### src/rtl/cfu_pkg.sv
// Shared definitions for the CFU SIMD arbiter: requester IDs and default widths.
package cfu_pkg;

  localparam int DATA_W_DEF = 32;
  localparam int FUNC_W_DEF = 10;

  // Requester 0 is the CPU CFU port, requester 1 is the tile/loop sequencer
  typedef enum logic {
    REQ_CPU = 1'b0,
    REQ_SEQ = 1'b1
  } reqId_t;

  // The round-robin pointer always moves to the requester that did not just win
  function automatic reqId_t otherReq(input reqId_t id);
    return (id == REQ_CPU) ? REQ_SEQ : REQ_CPU;
  endfunction

endpackage

### src/rtl/cfu_tag_fifo.sv
// In-order tag FIFO: remembers which requester issued each outstanding engine command.
module cfu_tag_fifo #(
  parameter int DEPTH = 4,
  parameter int WIDTH = 1
) (
  input  logic                       clk,
  input  logic                       reset_n,
  input  logic                       push_i,
  input  logic [WIDTH-1:0]           data_i,
  input  logic                       pop_i,
  output logic                       full_o,
  output logic                       empty_o,
  output logic [$clog2(DEPTH):0]     count_o,
  output logic [WIDTH-1:0]           head_o
);

  localparam int PTR_W = $clog2(DEPTH);
  localparam int CNT_W = PTR_W + 1;

  logic [WIDTH-1:0] mem_q [DEPTH];
  logic [PTR_W-1:0] rdPtr_q, wrPtr_q;
  logic [CNT_W-1:0] count_q;
  logic             pushOk, popOk;

  // A push is refused when full even if a pop happens in the same cycle
  always_comb begin
    full_o  = (count_q == CNT_W'(DEPTH));
    empty_o = (count_q == '0);
    pushOk  = push_i & ~full_o;
    popOk   = pop_i & ~empty_o;
    count_o = count_q;
    head_o  = mem_q[rdPtr_q];
  end

  // Storage needs no reset; only entries below the count are ever read as valid
  always_ff @(posedge clk) begin
    if (pushOk) mem_q[wrPtr_q] <= data_i;
  end

  // Pointers wrap naturally since DEPTH is a power of two; count tracks occupancy
  always_ff @(posedge clk or negedge reset_n) begin
    if (!reset_n) begin
      rdPtr_q <= '0;
      wrPtr_q <= '0;
      count_q <= '0;
    end else begin
      if (pushOk) wrPtr_q <= wrPtr_q + 1'b1;
      if (popOk)  rdPtr_q <= rdPtr_q + 1'b1;
      case ({pushOk, popOk})
        2'b10:   count_q <= count_q + 1'b1;
        2'b01:   count_q <= count_q - 1'b1;
        default: count_q <= count_q;
      endcase
    end
  end

endmodule

### src/rtl/cfu_simd_arbiter.sv
// Round-robin sharing of one SIMD engine between the CPU CFU port and the sequencer,
// with zero-latency command forwarding and tag-based response routing.
module cfu_simd_arbiter
  import cfu_pkg::*;
#(
  parameter int DEPTH  = 4,
  parameter int DATA_W = DATA_W_DEF,
  parameter int FUNC_W = FUNC_W_DEF
) (
  input  logic              clk,
  input  logic              reset_n,
  input  logic              r0_cmd_valid,
  output logic              r0_cmd_ready,
  input  logic [FUNC_W-1:0] r0_cmd_function_id,
  input  logic [DATA_W-1:0] r0_cmd_inputs_0,
  input  logic [DATA_W-1:0] r0_cmd_inputs_1,
  output logic              r0_rsp_valid,
  input  logic              r0_rsp_ready,
  output logic [DATA_W-1:0] r0_rsp_outputs_0,
  input  logic              r1_cmd_valid,
  output logic              r1_cmd_ready,
  input  logic [FUNC_W-1:0] r1_cmd_function_id,
  input  logic [DATA_W-1:0] r1_cmd_inputs_0,
  input  logic [DATA_W-1:0] r1_cmd_inputs_1,
  output logic              r1_rsp_valid,
  input  logic              r1_rsp_ready,
  output logic [DATA_W-1:0] r1_rsp_outputs_0,
  output logic              eng_cmd_valid,
  input  logic              eng_cmd_ready,
  output logic [FUNC_W-1:0] eng_cmd_function_id,
  output logic [DATA_W-1:0] eng_cmd_inputs_0,
  output logic [DATA_W-1:0] eng_cmd_inputs_1,
  input  logic              eng_rsp_valid,
  output logic              eng_rsp_ready,
  input  logic [DATA_W-1:0] eng_rsp_outputs_0,
  output logic              busy,
  output logic              err_orphan_rsp
);

  reqId_t rrPtr_q, rrPtr_d;
  logic   lock_q, lock_d;
  reqId_t lockId_q, lockId_d;
  logic   errOrphan_q, errOrphan_d;

  reqId_t                grant;
  logic                  grantValid;
  logic                  cmdFire;
  logic                  rspPop;
  logic                  tagFull, tagEmpty;
  logic [$clog2(DEPTH):0] tagCount;
  logic [0:0]            headBits;
  reqId_t                head;

  // Grant: a presented-but-stalled command keeps its grant, else single valid wins, else round-robin
  always_comb begin
    grant = rrPtr_q;
    if (lock_q)                            grant = lockId_q;
    else if (r0_cmd_valid && !r1_cmd_valid) grant = REQ_CPU;
    else if (r1_cmd_valid && !r0_cmd_valid) grant = REQ_SEQ;
  end

  // Command path: mux the granted requester straight through to the engine
  always_comb begin
    grantValid          = (grant == REQ_SEQ) ? r1_cmd_valid : r0_cmd_valid;
    eng_cmd_valid       = grantValid & ~tagFull;
    cmdFire             = eng_cmd_valid & eng_cmd_ready;
    eng_cmd_function_id = (grant == REQ_SEQ) ? r1_cmd_function_id : r0_cmd_function_id;
    eng_cmd_inputs_0    = (grant == REQ_SEQ) ? r1_cmd_inputs_0 : r0_cmd_inputs_0;
    eng_cmd_inputs_1    = (grant == REQ_SEQ) ? r1_cmd_inputs_1 : r0_cmd_inputs_1;
    r0_cmd_ready        = (grant == REQ_CPU) & r0_cmd_valid & eng_cmd_ready & ~tagFull;
    r1_cmd_ready        = (grant == REQ_SEQ) & r1_cmd_valid & eng_cmd_ready & ~tagFull;
  end

  // Response path: route to the FIFO head, or swallow the response when nothing is outstanding
  always_comb begin
    head             = reqId_t'(headBits);
    r0_rsp_valid     = eng_rsp_valid & ~tagEmpty & (head == REQ_CPU);
    r1_rsp_valid     = eng_rsp_valid & ~tagEmpty & (head == REQ_SEQ);
    r0_rsp_outputs_0 = eng_rsp_outputs_0;
    r1_rsp_outputs_0 = eng_rsp_outputs_0;
    eng_rsp_ready    = tagEmpty ? 1'b1 : ((head == REQ_SEQ) ? r1_rsp_ready : r0_rsp_ready);
    rspPop           = eng_rsp_valid & eng_rsp_ready & ~tagEmpty;
    busy             = (tagCount != '0);
    err_orphan_rsp   = errOrphan_q;
  end

  // Next state: a fire hands priority to the other side; a stall pins the grant
  always_comb begin
    rrPtr_d     = rrPtr_q;
    lock_d      = lock_q;
    lockId_d    = lockId_q;
    errOrphan_d = errOrphan_q | (eng_rsp_valid & tagEmpty);
    if (cmdFire) begin
      rrPtr_d = otherReq(grant);
      lock_d  = 1'b0;
    end else if (eng_cmd_valid) begin
      lock_d   = 1'b1;
      lockId_d = grant;
    end
  end

  // Arbitration state and the sticky orphan flag
  always_ff @(posedge clk or negedge reset_n) begin
    if (!reset_n) begin
      rrPtr_q     <= REQ_CPU;
      lock_q      <= 1'b0;
      lockId_q    <= REQ_CPU;
      errOrphan_q <= 1'b0;
    end else begin
      rrPtr_q     <= rrPtr_d;
      lock_q      <= lock_d;
      lockId_q    <= lockId_d;
      errOrphan_q <= errOrphan_d;
    end
  end

  cfu_tag_fifo #(
    .DEPTH (DEPTH),
    .WIDTH (1)
  ) u_tagFifo (
    .clk     (clk),
    .reset_n (reset_n),
    .push_i  (cmdFire),
    .data_i  (grant),
    .pop_i   (rspPop),
    .full_o  (tagFull),
    .empty_o (tagEmpty),
    .count_o (tagCount),
    .head_o  (headBits)
  );

endmodule
### config.mk
export PLATFORM = sky130hd
export DESIGN_NAME = cfu_simd_arbiter
export DESIGN_NICKNAME = d
export VERILOG_FILES = /design/src/rtl/cfu_pkg.sv /design/src/rtl/cfu_tag_fifo.sv /design/src/rtl/cfu_simd_arbiter.sv
export SDC_FILE = /design/constraint.sdc
export NUM_CORES = 1
export LEC_CHECK = 0
export ABC_AREA = 0
export BUFFER_PORTS_ARGS = -buffer_cell sky130_fd_sc_hd__buf_2
export CORE_AREA = 2 2 131 133
export CTS_BUF_LIST = sky130_fd_sc_hd__clkbuf_8
export DETAILED_ROUTE_END_ITERATION = 10
export DIE_AREA = 0 0 133 135
export PLACE_DENSITY_LB_ADDON = 0.12
export SYNTH_ARGS = -nofsm -noshare
export SYNTH_HDL_FRONTEND = slang
export SYNTH_SLANG_ARGS = --single-unit
### constraint.sdc
create_clock -name clk -period 5.1 [get_ports clk]
set_clock_uncertainty 0.2 [all_clocks]
set_input_delay 0.255 -clock clk [delete_from_list [all_inputs] [get_ports clk]]
set_output_delay 0.255 -clock clk [all_outputs]
set_load 0.02 [all_outputs]
=== After elaboration in Yosys (flattened, before gate mapping) ===
Memories as Yosys holds them, arrays and structs flattened.
Cells that the tools add are included.
W data, S select, Z words.

* Memories: 1
* RAM bits: 4
* Flip-flop bits (word level): 11

{| class="wikitable"
|+ Memory list
! name !! depth !! bits a word !! rd ports !! clocked after Yosys merged registers in !! wr ports !! RTL line !! source
|-
| u_tagFifo.mem_q || 4 || 1 || 1 || 0 || 1 || cfu_tag_fifo.sv:20 || <nowiki>logic [WIDTH-1:0] mem_q [DEPTH];</nowiki>
|}

* $add $sub $neg: 4
* Reduce and logical (&&, ||, !) cells: 9
* Eq/ne operators: 3
* Bitwise logic cells: 22
* Multiplexer cells: 15

{| class="wikitable"
|+ Operators by type and width
! cell !! count
|-
| $mux W32 || 2
|-
| $and A1 B1 Y1 || 16
|-
| $mux W1 || 11
|-
| $mux W10 || 1
|-
| $pmux W3 S2 || 1
|-
| $not A1 Y1 || 5
|-
| $add A2 B1 Y2 const B || 2
|-
| $reduce_bool A2 Y1 || 2
|-
| $add A3 B1 Y3 const B || 1
|-
| $eq A3 B3 Y1 const B || 1
|-
| $logic_not A3 Y1 || 1
|-
| $reduce_bool A3 Y1 || 1
|-
| $sub A3 B1 Y3 const B || 1
|-
| $eq A2 B1 Y1 const B || 1
|-
| $eq A2 B2 Y1 const B || 1
|-
| $logic_and A1 B1 Y1 || 2
|-
| $logic_not A1 Y1 || 2
|-
| $reduce_and A2 Y1 || 1
|-
| $or A1 B1 Y1 || 1
|}

=== Depth between registers and ports, before layout ===
Gate-level depths: netlist of run 1.

* Depth in word-level cells: 11
* Depth in mapped cells: 10

=== By module ===
From an unflattened synthesis of run 1, not the netlist that was laid out.

* Cell total of the unflattened synthesis: 229
* Area, all modules: 2311.0 um^2

{| class="wikitable"
|+ By module, submodules not included
! module !! cells each !! instances !! sequential area each (um^2) !! area an instance (um^2)
|-
| cfu_simd_arbiter || 186 || 1 || 100.1 || 1729.2
|-
| cfu_tag_fifo || 43 || 1 || 295.3 || 581.8
|}

=== Worst setup path after synthesis of run 1 ===
Ideal clock, no wire load.

* Path type: reg-to-reg
* Start: register u_tagFifo.count_q[0] (netlist: u_tagFifo.count_o[0])
* End: register u_tagFifo.count_q[2] (netlist: u_tagFifo.count_o[2])
* Library setup time: 79 ps
* Path slack: 2713 ps
* Data required time: 4821 ps
* Data arrival time: 2108 ps
* Period minus slack after synthesis: 2387 ps
* Stages on the path, launching flop included: 11
* Path through: dfrtp_1 -> nor3b_1 -> and2b_1 -> nor3b_2 -> inv_1 -> ha_1 -> inv_1 -> fa_1 -> xor2_1 -> nor2_1 -> xor2_1

* Word-level cells in the longest chain between the ends: 7
* Elaborated cells on any way between the ends: 17
* Those cells by class: add/sub (2); eq/ne (3); mux (2); bitwise (8); reduce/logical (2)

{| class="wikitable"
|+ Ends and longest elaborated chain
! what !! RTL line !! source
|-
| start, declared || cfu_tag_fifo.sv:22 || <nowiki>logic [CNT_W-1:0] count_q;</nowiki>
|-
| start signal, assigned || cfu_tag_fifo.sv:50 || <nowiki>2'b10: count_q <= count_q + 1'b1;</nowiki>
|-
| start signal, assigned || cfu_tag_fifo.sv:51 || <nowiki>2'b01: count_q <= count_q - 1'b1;</nowiki>
|-
| start signal, assigned || cfu_tag_fifo.sv:52 || <nowiki>default: count_q <= count_q;</nowiki>
|-
| $logic_not A3 Y1 or $eq A3 B3 Y1 (tied branches) || cfu_tag_fifo.sv:28, cfu_tag_fifo.sv:27 ||
|-
| $mux W1 or $not A1 Y1 (tied branches) || cfu_simd_arbiter.sv:81, cfu_tag_fifo.sv:29, cfu_simd_arbiter.sv:65 ||
|-
| $and A1 B1 Y1 (on tied branches) || cfu_simd_arbiter.sv:82, cfu_simd_arbiter.sv:65 ||
|-
| $and A1 B1 Y1 (on tied branches) || cfu_simd_arbiter.sv:82, cfu_simd_arbiter.sv:66 ||
|-
| $and A1 B1 Y1 (on tied branches) || cfu_tag_fifo.sv:30, cfu_tag_fifo.sv:29 ||
|-
| $eq A2 B1 Y1 or $eq A2 B2 Y1 (tied branches) || cfu_tag_fifo.sv:49 || <nowiki>case ({pushOk, popOk})</nowiki>
|-
| $pmux W3 S2 or $reduce_bool A2 Y1 (tied branches) || - ||
|}

Several ways; a longest one is shown, not always the timed one.
A chain may end at the register's enable or synchronous reset.

=== Final worst setup path of run 1 ===
* Start: register rrPtr_q
* End: output eng_cmd_inputs_0[3]

* Word-level cells in the longest chain between the ends: 4

{| class="wikitable"
|+ Ends and longest elaborated chain
! what !! RTL line !! source
|-
| start, declared || cfu_simd_arbiter.sv:40 || <nowiki>reqId_t rrPtr_q, rrPtr_d;</nowiki>
|-
| start signal, assigned || cfu_simd_arbiter.sv:110 || <nowiki>rrPtr_q <= rrPtr_d;</nowiki>
|-
| $mux W1 || cfu_simd_arbiter.sv:59 || <nowiki>else if (r1_cmd_valid && !r0_cmd_valid) grant = REQ_SEQ;</nowiki>
|-
| $mux W1 || cfu_simd_arbiter.sv:58 || <nowiki>else if (r0_cmd_valid && !r1_cmd_valid) grant = REQ_CPU;</nowiki>
|-
| $mux W1 || cfu_simd_arbiter.sv:57 || <nowiki>if (lock_q) grant = lockId_q;</nowiki>
|-
| $mux W32 || cfu_simd_arbiter.sv:68 || <nowiki>eng_cmd_inputs_0 = (grant == REQ_SEQ) ? r1_cmd_inputs_0 : r0_cmd_inputs_0;</nowiki>
|-
| end, declared || cfu_simd_arbiter.sv:31 || <nowiki>output logic [DATA_W-1:0] eng_cmd_inputs_0,</nowiki>
|}

Every way passes these cells.

==> results of run 1 <==
-- worst max-delay path, delay by kind of cell, from the launching register on --
kind	cells	cell delay [ns]
and+or+nand+nor	1	0.08
AOI/OAI and AO/OA	1	0.22
buffers and inverters	2	0.80
DFF	1	0.40
muxes	1	0.42
-- cell usage in the layout, fill, tap and decap left out, drive strengths merged --
master,n
buf,239
mux2,76
dfrtp,11
inv,7
mux2i,7
nor2,6
nand2,5
ha,5
and2,4
edfxtp,4
xor2,3
clkbuf,3
nor3b,3
a21oi,2
xnor2,2
o31ai,2
a21boi,1
or3,1
nand2b,1
and2b,1
and3,1
nor2b,1
o21bai,1
nor3,1
o21ai,1
o2bb2ai,1
o21ba,1
nor4,1
fa,1
clkinv,1
dlygate4sd3,1
-- metrics by stage --
step / hold WS (ns) / total power, W / util, %
global route: 0.0548 / 0.00184 / 19.6
detailed placement: -0.0434 / 0.00164 / 19.3
floorplan: -0.241 / 0.00131 / -
global placement: -0.0376 / 0.00165 / 19.3
CTS: 0.0483 / 0.00175 / 19.6
finish: 0.0534 / 0.00172 / 19.6
-- metal layers --
metal  vias up  global-route usage [%]  share of wire, %
met5         -                       0                 0
met4         0                    2.21               1.2
met3        19                    3.72                12
met2       127                    14.6                52
met1       934                    8.35                35
li1       1048                       -                 -
-- path summary, 6_finish.rpt --
check                                startpoint                   end  slack [ns]  depth (start not counted)
max reg2reg                u_tagFifo.count_o[0]  u_tagFifo.count_o[2]        2.48                         10
max                                     rrPtr_q   eng_cmd_inputs_0[3]        2.40                          5
min                               eng_rsp_valid        err_orphan_rsp        0.05                          3
max in group asynchronous               reset_n                lock_q        4.25                          2
min reg2reg                u_tagFifo.count_o[2]  u_tagFifo.count_o[2]        0.28                          1
min in group asynchronous               reset_n        err_orphan_rsp        0.22                          2
-- power by group through the flow --
stage / registers (W) / logic, W / clock network, W
after CTS: 0.000224 / 0.00142 / 0.000103
after floorplan: 0.000222 / 0.00109 / 0
final: 0.000224 / 0.00140 / 0.0000981
after global routing: 0.000231 / 0.00150 / 0.000109
after detailed placement: 0.000226 / 0.00142 / 0
after global placement: 0.000225 / 0.00142 / 0
-- flip-flops by register name, summed over array words and instances, names as in the netlist --
register,cells
err_orphan_rsp,1
lockId_q,1
u_tagFifo.count_o,3
u_tagFifo.wrPtr_q,2
rrPtr_q,1
u_tagFifo.rdPtr_q,2
lock_q,1
u_tagFifo.mem_q,4
-- cell type report --
type	instances	area, µm²
clock inverter	1	5.00
fill	1839	13200
sequential	15	395
inverter	7	26.3
multi-input combinational	128	1270
tap	220	275
clock buffer	3	41.3
timing repair buffer	240	1210
-- kinds of logic (layout without fill, tap and decap cells) --
kind of cell	count (synthesis)	count (layout)
mux	83	83
buf+inv	79	251
simple gates	25	25
flops	15	15
compound gates	9	9
fa+ha+maj	6	6
xor+xnor	5	5
==> metrics.yaml, run 1 <==
setup_path:
  worstPathMaxFanout: 63
  slowest_delay_ns: 0.63
  worstPathCellList: "nor2_1 > o31ai_4 > buf_4 > mux2_2 > buf_2"
  critPathKind: "reg -> out"
  startpoint_type: "flop"
  cp.required_ns: 4.64
  cp.arrival_ns: 2.24
  crit_slowest_cell: "buf_4"
  worst_setup_path_end_kind: "output pin"
cts:
  htreeDepth: 1
  root_buffer: "clkbuf_8"
  numCtsBuffers: 3
  hold_buffers: 1
  post_cts_buffers: 0
  clockBufferDepth: 2
  cts.sinks: 15
  cts_tree: "done"
  path_clk_slew_ns: 0.07
  cts_resized: 0
  worstSkewPairLatency_ns: 0.25
final_layout:
  final_nets: 589
  drive_above_1_share_pct: 80.5
  stdcell_count: 614
  num_antenna_cells: 0
  design_area_mm2: 0.00322
  syn_to_final_growth_pct: 45.5
status:
  status: "completed"
power_and_ir_drop:
  p_seq_share_pct: 13.0
  switchingPower_w: 0.000871
  p_comb_share_pct: 81.3
  ir_drop_v: 0.000230
  powerDensity_mw_per_mm2: 533
  clockPowerShare_pct: 5.7
  p_leak_nw: 1.65
  intPower_w: 0.000848
  switching_share_pct: 50.7
global_routing:
  grt_usage_pct: 8.04
  grt_remaining_overflow: 0
  grt_pass1_vias: 2038
  antenna_found_initial: 0
  grt_pass1_wl_mm: 11.3
  grt_max_degree: 64
logic_synthesis:
  ys_top_cells_by_count: "mux2_2, buf_4, dfrtp_1, inv_1, mux2i_1"
  synth_seq_cells: 15
  yosys.area.top_type: "mux2_2"
  synth_compound_area_share_pct: 3.50
  synth-seq-area-share_pct: 17.9
  synth_flop_cell: "dfrtp_1"
  syn_nets: 416
  synth_mux_area_share_pct: 41.8
  synth.most_common_cell: "mux2_2"
  synthTopCellsByArea: "mux2_2, buf_4, dfrtp_1, edfxtp_1, mux2i_1"
  synth.avg_cell_area_um2: 9.98
  synth_top_area_share_pct: 36.1
  synth_top_family_by_area: "multiplexers"
  synth_simple_gate_area_share_pct: 6.21
  synth_cell_types: 32
  synth-async-reset-ratio_pct: 73.3
  synth_adder_area_share_pct: 3.73
  syn_area_mm2: 0.00221
  yosys_warnings: 0
  synthXorXnorAreaFrac_pct: 1.98
  synth_cells: 222
  synth-edff-count: 4
sta:
  worst_slack_ns: 2.40
  setup_viol: 0
  slew_headroom_pct: 45.8
  worst_pin_slew_ns: 0.813
  timing.fmax_mhz: 371
  period_needed_ns: 2.70
  final_hold_viol_count: 0
  grt_setup_unrepaired: "false"
  fin_setup_tns_ns: 0
  maxSlewViolCount: 0
  timing.final.crit_share_pct: 52.9
floorplan:
  die_y_um: 135
  core_area_mm2: 0.0164
  initial_core_util_pct: 13.5
  dieArea_mm2: 0.0180
  ioPinCount: 334
  rows: 47
  die_x_um: 133
job:
  maxCapViolations: 0
routing:
  drc_errors: 0
  wl_per_cell_um: 14.0
  ant_nets: 0
  dr.pass1.iters: 3
  vias_per_cell: 3.47
  num_vias: 2128
  wl_mm: 8.61
  initialDrtViolationCount: 29
placed_design:
  placed_area_mm2: 0.00317
  pre_cts_ws_ns: 2.49
  gp_congestion: 0.715
  io_buffers: 237
  dpl.hpwl_mm: 7.58
  dp.cells: 609
hold_path:
  hold_path.class: "in -> reg"
Note: power is estimated with default switching activity, not from simulation.
==> inputs of run 2 (changes only) <==
clock period = 2.6 ns   (was 5.1 ns; I/O delays follow)
==> metrics.yaml, run 2 (synthesis results as in run 1) <==
cts:
  cts_tree: "done"
  worstSkewPairLatency_ns: 0.25  # about the same
  numCtsBuffers: 3  # unchanged
  clockBufferDepth: 2  # unchanged
  htreeDepth: 1  # unchanged
  path_clk_slew_ns: 0.07  # about the same
  cts.sinks: 15  # unchanged
  root_buffer: "clkbuf_8"
setup_path:
  slowest_delay_ns: 0.41  # -0.22 ns
  worstPathMaxFanout: 6  # -90%
  critical_path.top_delay_family: "simple AND/OR/NAND/NOR gates"
  worstPathCellList: "buf_4 > buf_4 > or3_1 > nand2_1 > nor2_1 > ha_2 > inv_1 > fa_1 > xor2_1 > nor2_1 > xor2_1"
  cp.arrival_ns: 2.38  # +0.14 ns
  critPathKind: "reg -> reg"
  cp_num_buf_inv: 3  # +1
  startpoint_type: "flop"
  cp.required_ns: 2.53  # -2.11 ns
  crit_slowest_cell: "or3_1"
  worst_setup_path_end_kind: "flop"
power_and_ir_drop:
  p_seq_share_pct: 12.9  # about the same
  clockPowerShare_pct: 5.7  # about the same
  switching_share_pct: 49.9  # -0.74 points
  intPower_w: 0.00174  # +100%
  p_comb_share_pct: 81.4  # about the same
  p_leak_nw: 1.67  # +1.2%
  ir_drop_v: 0.000458  # +100%
  switchingPower_w: 0.00173  # +99%
  powerDensity_mw_per_mm2: 1050  # +97%
final_layout:
  largest_register_ff_count: 4  # unchanged
  nFillCells: 1844  # +0.27%
  layout_common_cells: "buf_2, mux2_2, dfrtp_1"
  regMostFlops: "u_tagFifo.mem_q"
  drive_above_1_share_pct: 82.2  # +1.7 points
  stdcell_count: 619  # +0.81%
  multi_input_area_mm2: 0.00129  # +1.6%
  final_nets: 594  # +0.85%
  num_antenna_cells: 0  # unchanged
  final_common_cell: "buf_2"
  syn_to_final_growth_pct: 48.9
  register_area_um2: 397  # +0.32%
placed_design:
  dpl.hpwl_mm: 7.42  # -2.1%
  io_buffers: 237  # unchanged
  gp_congestion: 0.698  # -2.3%
  dp.cells: 609  # unchanged
floorplan:
  die_x_um: 133  # unchanged
  ioPinCount: 334  # unchanged
  rows: 47  # unchanged
  initial_core_util_pct: 13.5  # unchanged
  dieArea_mm2: 0.0180  # unchanged
  die_y_um: 135  # unchanged
  core_area_mm2: 0.0164  # unchanged
global_routing:
  grt_pass1_vias: 2070  # +1.6%
  grt_remaining_overflow: 0  # unchanged
  grt_pass1_wl_mm: 11.5  # +1.6%
  antenna_found_initial: 0  # unchanged
  grt_usage_pct: 8.05  # +0.0099 points
  grt_max_degree: 83  # +30%
hold_path:
  hold_path.class: "in -> reg"
routing:
  drc_errors: 0  # unchanged
  ant_nets: 0  # unchanged
  wl_mm: 8.65  # +0.41%
  vias_per_cell: 3.45  # -0.53%
  num_vias: 2134  # +0.28%
  wl_per_cell_um: 14.0  # -0.40%
  dr.pass1.iters: 4  # +1
  initialDrtViolationCount: 46  # +59%
sta:
  maxSlewViolCount: 0  # unchanged
  slew_headroom_pct: 70.5  # +25 points
  period_needed_ns: 2.45
  worst_pin_slew_ns: 0.442  # -0.371 ns
  whs_ns: 0.0228  # -0.0306 ns
  final_hold_viol_count: 0  # unchanged
  timing.final.crit_share_pct: 94.2
  timing.fmax_mhz: 408
  setup_viol: 0  # unchanged
job:
  maxCapViolations: 0  # unchanged
status:
  status: "completed"
-- run 2: area by class of cell --
cell class / instances / area share, %
Inverter: 7 / 0.797
Timing Repair Buffer: 245 / 38.3
Tap cell: 220 / 8.35
Clock inverter: 1 / 0.228
Clock buffer: 3 / 1.25
Multi-Input combinational cell: 128 / 39.0
Sequential cell: 15 / 12.0
-- run 2: per-stage QoR --
step | worst slack, ns | power, W | setup TNS [ns] | instance area, µm² | util (%)
floorplan | 0.213 | 0.00257 | 0 | 2210 | -
global route | -0.00183 | 0.00371 | -0.00183 | 3300 | 20.1
CTS | 0.0840 | 0.00347 | 0 | 3250 | 19.8
detailed placement | 0.0305 | 0.00324 | 0 | 3180 | 19.4
global placement | 0.0762 | 0.00325 | 0 | 3180 | 19.4
finish | 0.150 | 0.00347 | 0 | 3300 | 20.1
-- run 2: worst min-delay path, cell delays in order --
cell and delay, ns:
buf_2 0.14, nand2_1 0.07, o2bb2ai_1 0.10
-- run 2: repair_timing --
action,CTS,global route
endpoints found under the hold margin,12,0
pin swaps,0,1
resized for setup,1,6
setup endpoints to repair,1,1
setup buffers,0,4
hold buffers,2,0
-- run 2: final timing paths --
check	depth (start not counted)	from	slack, ns	endpoint
min reg2reg	1	u_tagFifo.count_o[2]	0.29	u_tagFifo.count_o[2]
max	11	u_tagFifo.count_o[0]	0.15	u_tagFifo.count_o[2]
min in group asynchronous	2	reset_n	0.10	u_tagFifo.rdPtr_q[0]
min	3	r1_cmd_valid	0.02	rrPtr_q
max in group asynchronous	2	reset_n	1.86	u_tagFifo.rdPtr_q[1]
max reg2reg	11	u_tagFifo.count_o[0]	0.15	u_tagFifo.count_o[2]
-- run 2: power by group through the flow --
stage / logic [W] / clock network [W] / registers (W)
global route: 0.00303 / 0.000221 / 0.000462
finish: 0.00282 / 0.000199 / 0.000446
detailed placement: 0.00280 / 0 / 0.000447
CTS: 0.00281 / 0.000211 / 0.000444
global placement: 0.00281 / 0 / 0.000443
floorplan: 0.00213 / 0 / 0.000436
-- run 2: metal layers --
metal  routed length [µm]  global-route usage (%)
met5                    0                       0
met4                   79                    1.67
met3                  979                    3.49
met2                 4520                    14.7
met1                 3070                    8.65
==> inputs of run 3 (changes only) <==
ABC_AREA = 1   (was 0)
CORE_AREA = 2 2 129 131   (was 2 2 131 133)
DIE_AREA = 0 0 131 133   (was 0 0 133 135)
==> metrics.yaml, run 3 <==
floorplan:
  ioPinCount: 334  # unchanged
  core_area_mm2: 0.0162  # -1.4%
  die_x_um: 131  # -1.5%
  die_y_um: 133  # -1.5%
  initial_core_util_pct: 14.1  # +0.61 points
  rows: 47  # unchanged
  dieArea_mm2: 0.0174  # -3.0%
logic_synthesis:
  ys_top_cells_by_count: "nand2_1, buf_4, inv_1, dfrtp_1"
  syn_nets: 604  # +45%
  synth_cells: 410  # +85%
  syn_area_mm2: 0.00228  # +3.0%
  synth_top_family_by_area: "simple AND/OR/NAND/NOR gates"
  synth_cell_types: 23  # -28%
  synth_adder_area_share_pct: 3.62  # -0.11 points
  synth_compound_area_share_pct: 1.70  # -1.8 points
  synth-seq-area-share_pct: 17.3  # -0.52 points
  synth.avg_cell_area_um2: 5.56  # -44%
  synthXorXnorAreaFrac_pct: 1.15  # -0.83 points
  synthTopCellsByArea: "nand2_1, buf_4, dfrtp_1, edfxtp_1, inv_1"
  synth_top_area_share_pct: 41.1  # +5.0 points
  synth-async-reset-ratio_pct: 73.3  # unchanged
  synth_seq_cells: 15  # unchanged
  synth-edff-count: 4  # unchanged
  synth_simple_gate_area_share_pct: 46.7  # +40 points
  synth_mux_area_share_pct: 0  # -42 points
  yosys_warnings: 0  # unchanged
  synth_flop_cell: "dfrtp_1"
  synth.most_common_cell: "nand2_1"
  yosys.area.top_type: "nand2_1"
routing:
  wl_per_cell_um: 12.6  # -10%
  dr.pass1.iters: 5  # +1
  ant_nets: 0  # unchanged
  num_vias: 2843  # +33%
  initialDrtViolationCount: 52  # +13%
  drc_errors: 0  # unchanged
  vias_per_cell: 3.57  # +3.5%
  wl_mm: 10.0  # +16%
hold_path:
  hold_path.class: "in -> reg"
  whs_path_depth: 5  # +2
  holdPathEnd: "u_tagFifo.rdPtr_q[0]"
  worstHoldStart: "r1_rsp_ready"
setup_path:
  r2r_cells: 15  # +4
  startpoint_type: "flop"
  critPathMostFrequentCell: "nand2_1"
  crit_slowest_cell: "dfrtp_1"
  cp.required_ns: 2.54  # about the same
  worstPathCellList: "inv_2 > nand2_1 > nand3_1 > nand2_1 > inv_1 > nand2_1 > nand2_1 > nand2_1 > inv_1 > ha_1 > inv_1 > fa_1 > a21oi_1 > o21ai_1 > xnor2_1"
  worst_setup_path_end_kind: "flop"
  reg2reg_slack_ns: 0.28  # +0.13 ns
  critPathKind: "reg -> reg"
  r2r-end: "u_tagFifo.count_o[2]"
  cp.arrival_ns: 2.26  # -0.12 ns
  slowest_delay_ns: 0.43  # +0.02 ns
  worstPathMaxFanout: 5  # -1
  r2r-start: "u_tagFifo.rdPtr_q[0]"
power_and_ir_drop:
  switchingPower_w: 0.00228  # +32%
  ir_drop_v: 0.000409  # -11%
  powerDensity_mw_per_mm2: 1130  # +7.5%
  intPower_w: 0.00141  # -19%
  switching_share_pct: 61.8  # +12 points
  p_leak_nw: 2.12  # +27%
  p_comb_share_pct: 83.5  # +2.1 points
  total_power_w: 0.00369  # +6.5%
  p_seq_share_pct: 11.3  # -1.6 points
  clockPowerShare_pct: 5.1  # -0.6 points
placed_design:
  dpl.hpwl_mm: 8.48  # +14%
  io_buffers: 237  # unchanged
  placed_area_mm2: 0.00318  # +0.12%
  gp_congestion: 0.811  # +16%
  pre_cts_ws_ns: 0.227  # +0.196 ns
final_layout:
  layout_common_cells: "nand2_1, buf_2, inv_1"
  largest_register_ff_count: 4  # unchanged
  num_antenna_cells: 0  # unchanged
  regMostFlops: "u_tagFifo.mem_q"
  drive_above_1_share_pct: 43.5  # -39 points
  final_common_cell: "nand2_1"
  final_nets: 772  # +30%
  design_area_mm2: 0.00327  # -0.91%
  syn_to_final_growth_pct: 43.3
global_routing:
  grt_remaining_overflow: 0  # unchanged
  grt_max_degree: 81  # -2.4%
  grt_usage_pct: 10.6  # +2.5 points
  grt_pass1_wl_mm: 14.7  # +27%
  antenna_found_initial: 0  # unchanged
  grt_pass1_vias: 2722  # +31%
status:
  status: "completed"
sta:
  whs_ns: 0.0549  # +0.0321 ns
  slew_headroom_pct: 59.1  # -11 points
  final_hold_viol_count: 0  # unchanged
  grt_setup_unrepaired: "false"
  period_needed_ns: 2.32  # -0.131 ns
  timing.final.crit_share_pct: 89.2  # -5.0 points
  worst_slack_ns: 0.281  # +0.131 ns
  worst_pin_slew_ns: 0.613  # +0.171 ns
  maxSlewViolCount: 0  # unchanged
  setup_viol: 0  # unchanged
  timing.fmax_mhz: 431  # +5.6%
  fin_setup_tns_ns: 0  # unchanged
cts:
  path_clk_slew_ns: 0.06  # about the same
  root_buffer: "clkbuf_8"
  cts_tree: "done"
  worstSkewPairLatency_ns: 0.25  # about the same
  post_cts_buffers: 0  # unchanged
  clockBufferDepth: 2  # unchanged
  numCtsBuffers: 3  # unchanged
  htreeDepth: 1  # unchanged
  cts.sinks: 15  # unchanged
job:
  maxCapViolations: 0  # unchanged
-- run 3: cell count changes in the layout (fill, tap and decap cells not counted), moves of 3 or more --
| cell | change |
|---|---|
| xor2_1 | -3 |
| nor2_1 | +3 |
| mux2_2 | -71 |
| and2_1 | -4 |
| mux2_1 | -5 |
| nand2_1 | +244 |
| mux2i_2 | -3 |
| mux2i_1 | -4 |
| inv_2 | +3 |
| nand3_1 | +9 |
| inv_1 | +15 |
| buf_4 | -3 |
-- run 3: kinds of logic after synthesis --
logic type                 after synthesis
AOI/OAI and AO/OA                        7
xor gates and xnor gates                 3
adders and majority gates                6
buffers and inverters                  104
DFF                                     15
and+or+nand+nor                        275
-- run 3: critical path, delay by kind of cell (launching register included) --
family | cells | cell delay [ns]
adders and majority gates | 2 | 0.51
buffers and inverters | 4 | 0.30
and+or+nand+nor | 6 | 0.42
DFF | 1 | 0.43
AOI/OAI and AO/OA | 2 | 0.22
xor gates and xnor gates | 1 | 0.12
-- run 3: how the worst max path moves through the flow --
stage | endpoint | slack, ns | start | depth (start not counted)
2_1_floorplan | u_tagFifo.count_o[2] | 0.39 | u_tagFifo.rdPtr_q[0] | 15
3_3_place_gp | u_tagFifo.count_o[2] | 0.22 | u_tagFifo.rdPtr_q[0] | 15
3_5_place_dp | u_tagFifo.count_o[2] | 0.23 | u_tagFifo.rdPtr_q[0] | 15
4_1_cts | eng_cmd_inputs_1[16] | 0.12 | rrPtr_q | 8
5_1_grt | u_tagFifo.count_o[2] | 0.02 | u_tagFifo.rdPtr_q[0] | 15
6_report | u_tagFifo.count_o[2] | 0.28 | u_tagFifo.rdPtr_q[0] | 15
-- run 3: layout make-up --
| type | count | area (µm²) |
|---|---|---|
| repair buffers | 243 | 1240 |
| clock inverters | 1 | 3.75 |
| multi-input cells | 291 | 1220 |
| clock buffers | 3 | 41.3 |
| flip-flops and latches | 15 | 395 |
| inverters | 24 | 90.1 |
| fillers | 1915 | 12900 |
| well taps | 220 | 275 |
-- run 3: power groups by stage --
| stage | combinational, W | sequential (W) | clock (W) |
|---|---|---|---|
| 2_1_floorplan | 0.00229 | 0.000413 | 0 |
| 3_3_place_gp | 0.00315 | 0.000423 | 0 |
| 3_5_place_dp | 0.00314 | 0.000423 | 0 |
| 4_1_cts | 0.00315 | 0.000418 | 0.000197 |
| 5_1_grt | 0.00345 | 0.000430 | 0.000207 |
| 6_report | 0.00308 | 0.000419 | 0.000190 |
-- run 3: repair_timing --
item,in CTS,in global routing
endpoints found under the setup margin,0,33
gates resized for setup,0,5
endpoints found under the hold margin,13,0
hold buffers,3,0
-- run 3: through the flow --
step | utilization, % | instances
after global placement | 19.7 | 790
final | 20.2 | 797
after floorplan | - | 410
after detailed placement | 19.7 | 790
after global routing | 20.2 | 797
after CTS | 20.1 | 797
-- run 3: routing by layer --
layer	routed length, µm	GRT usage [%]	up-vias
met5	0	0	-
met4	8	0.768	0
met3	919	3.32	2
met2	5200	19.3	153
met1	3890	12.4	1198
li1	-	-	1490
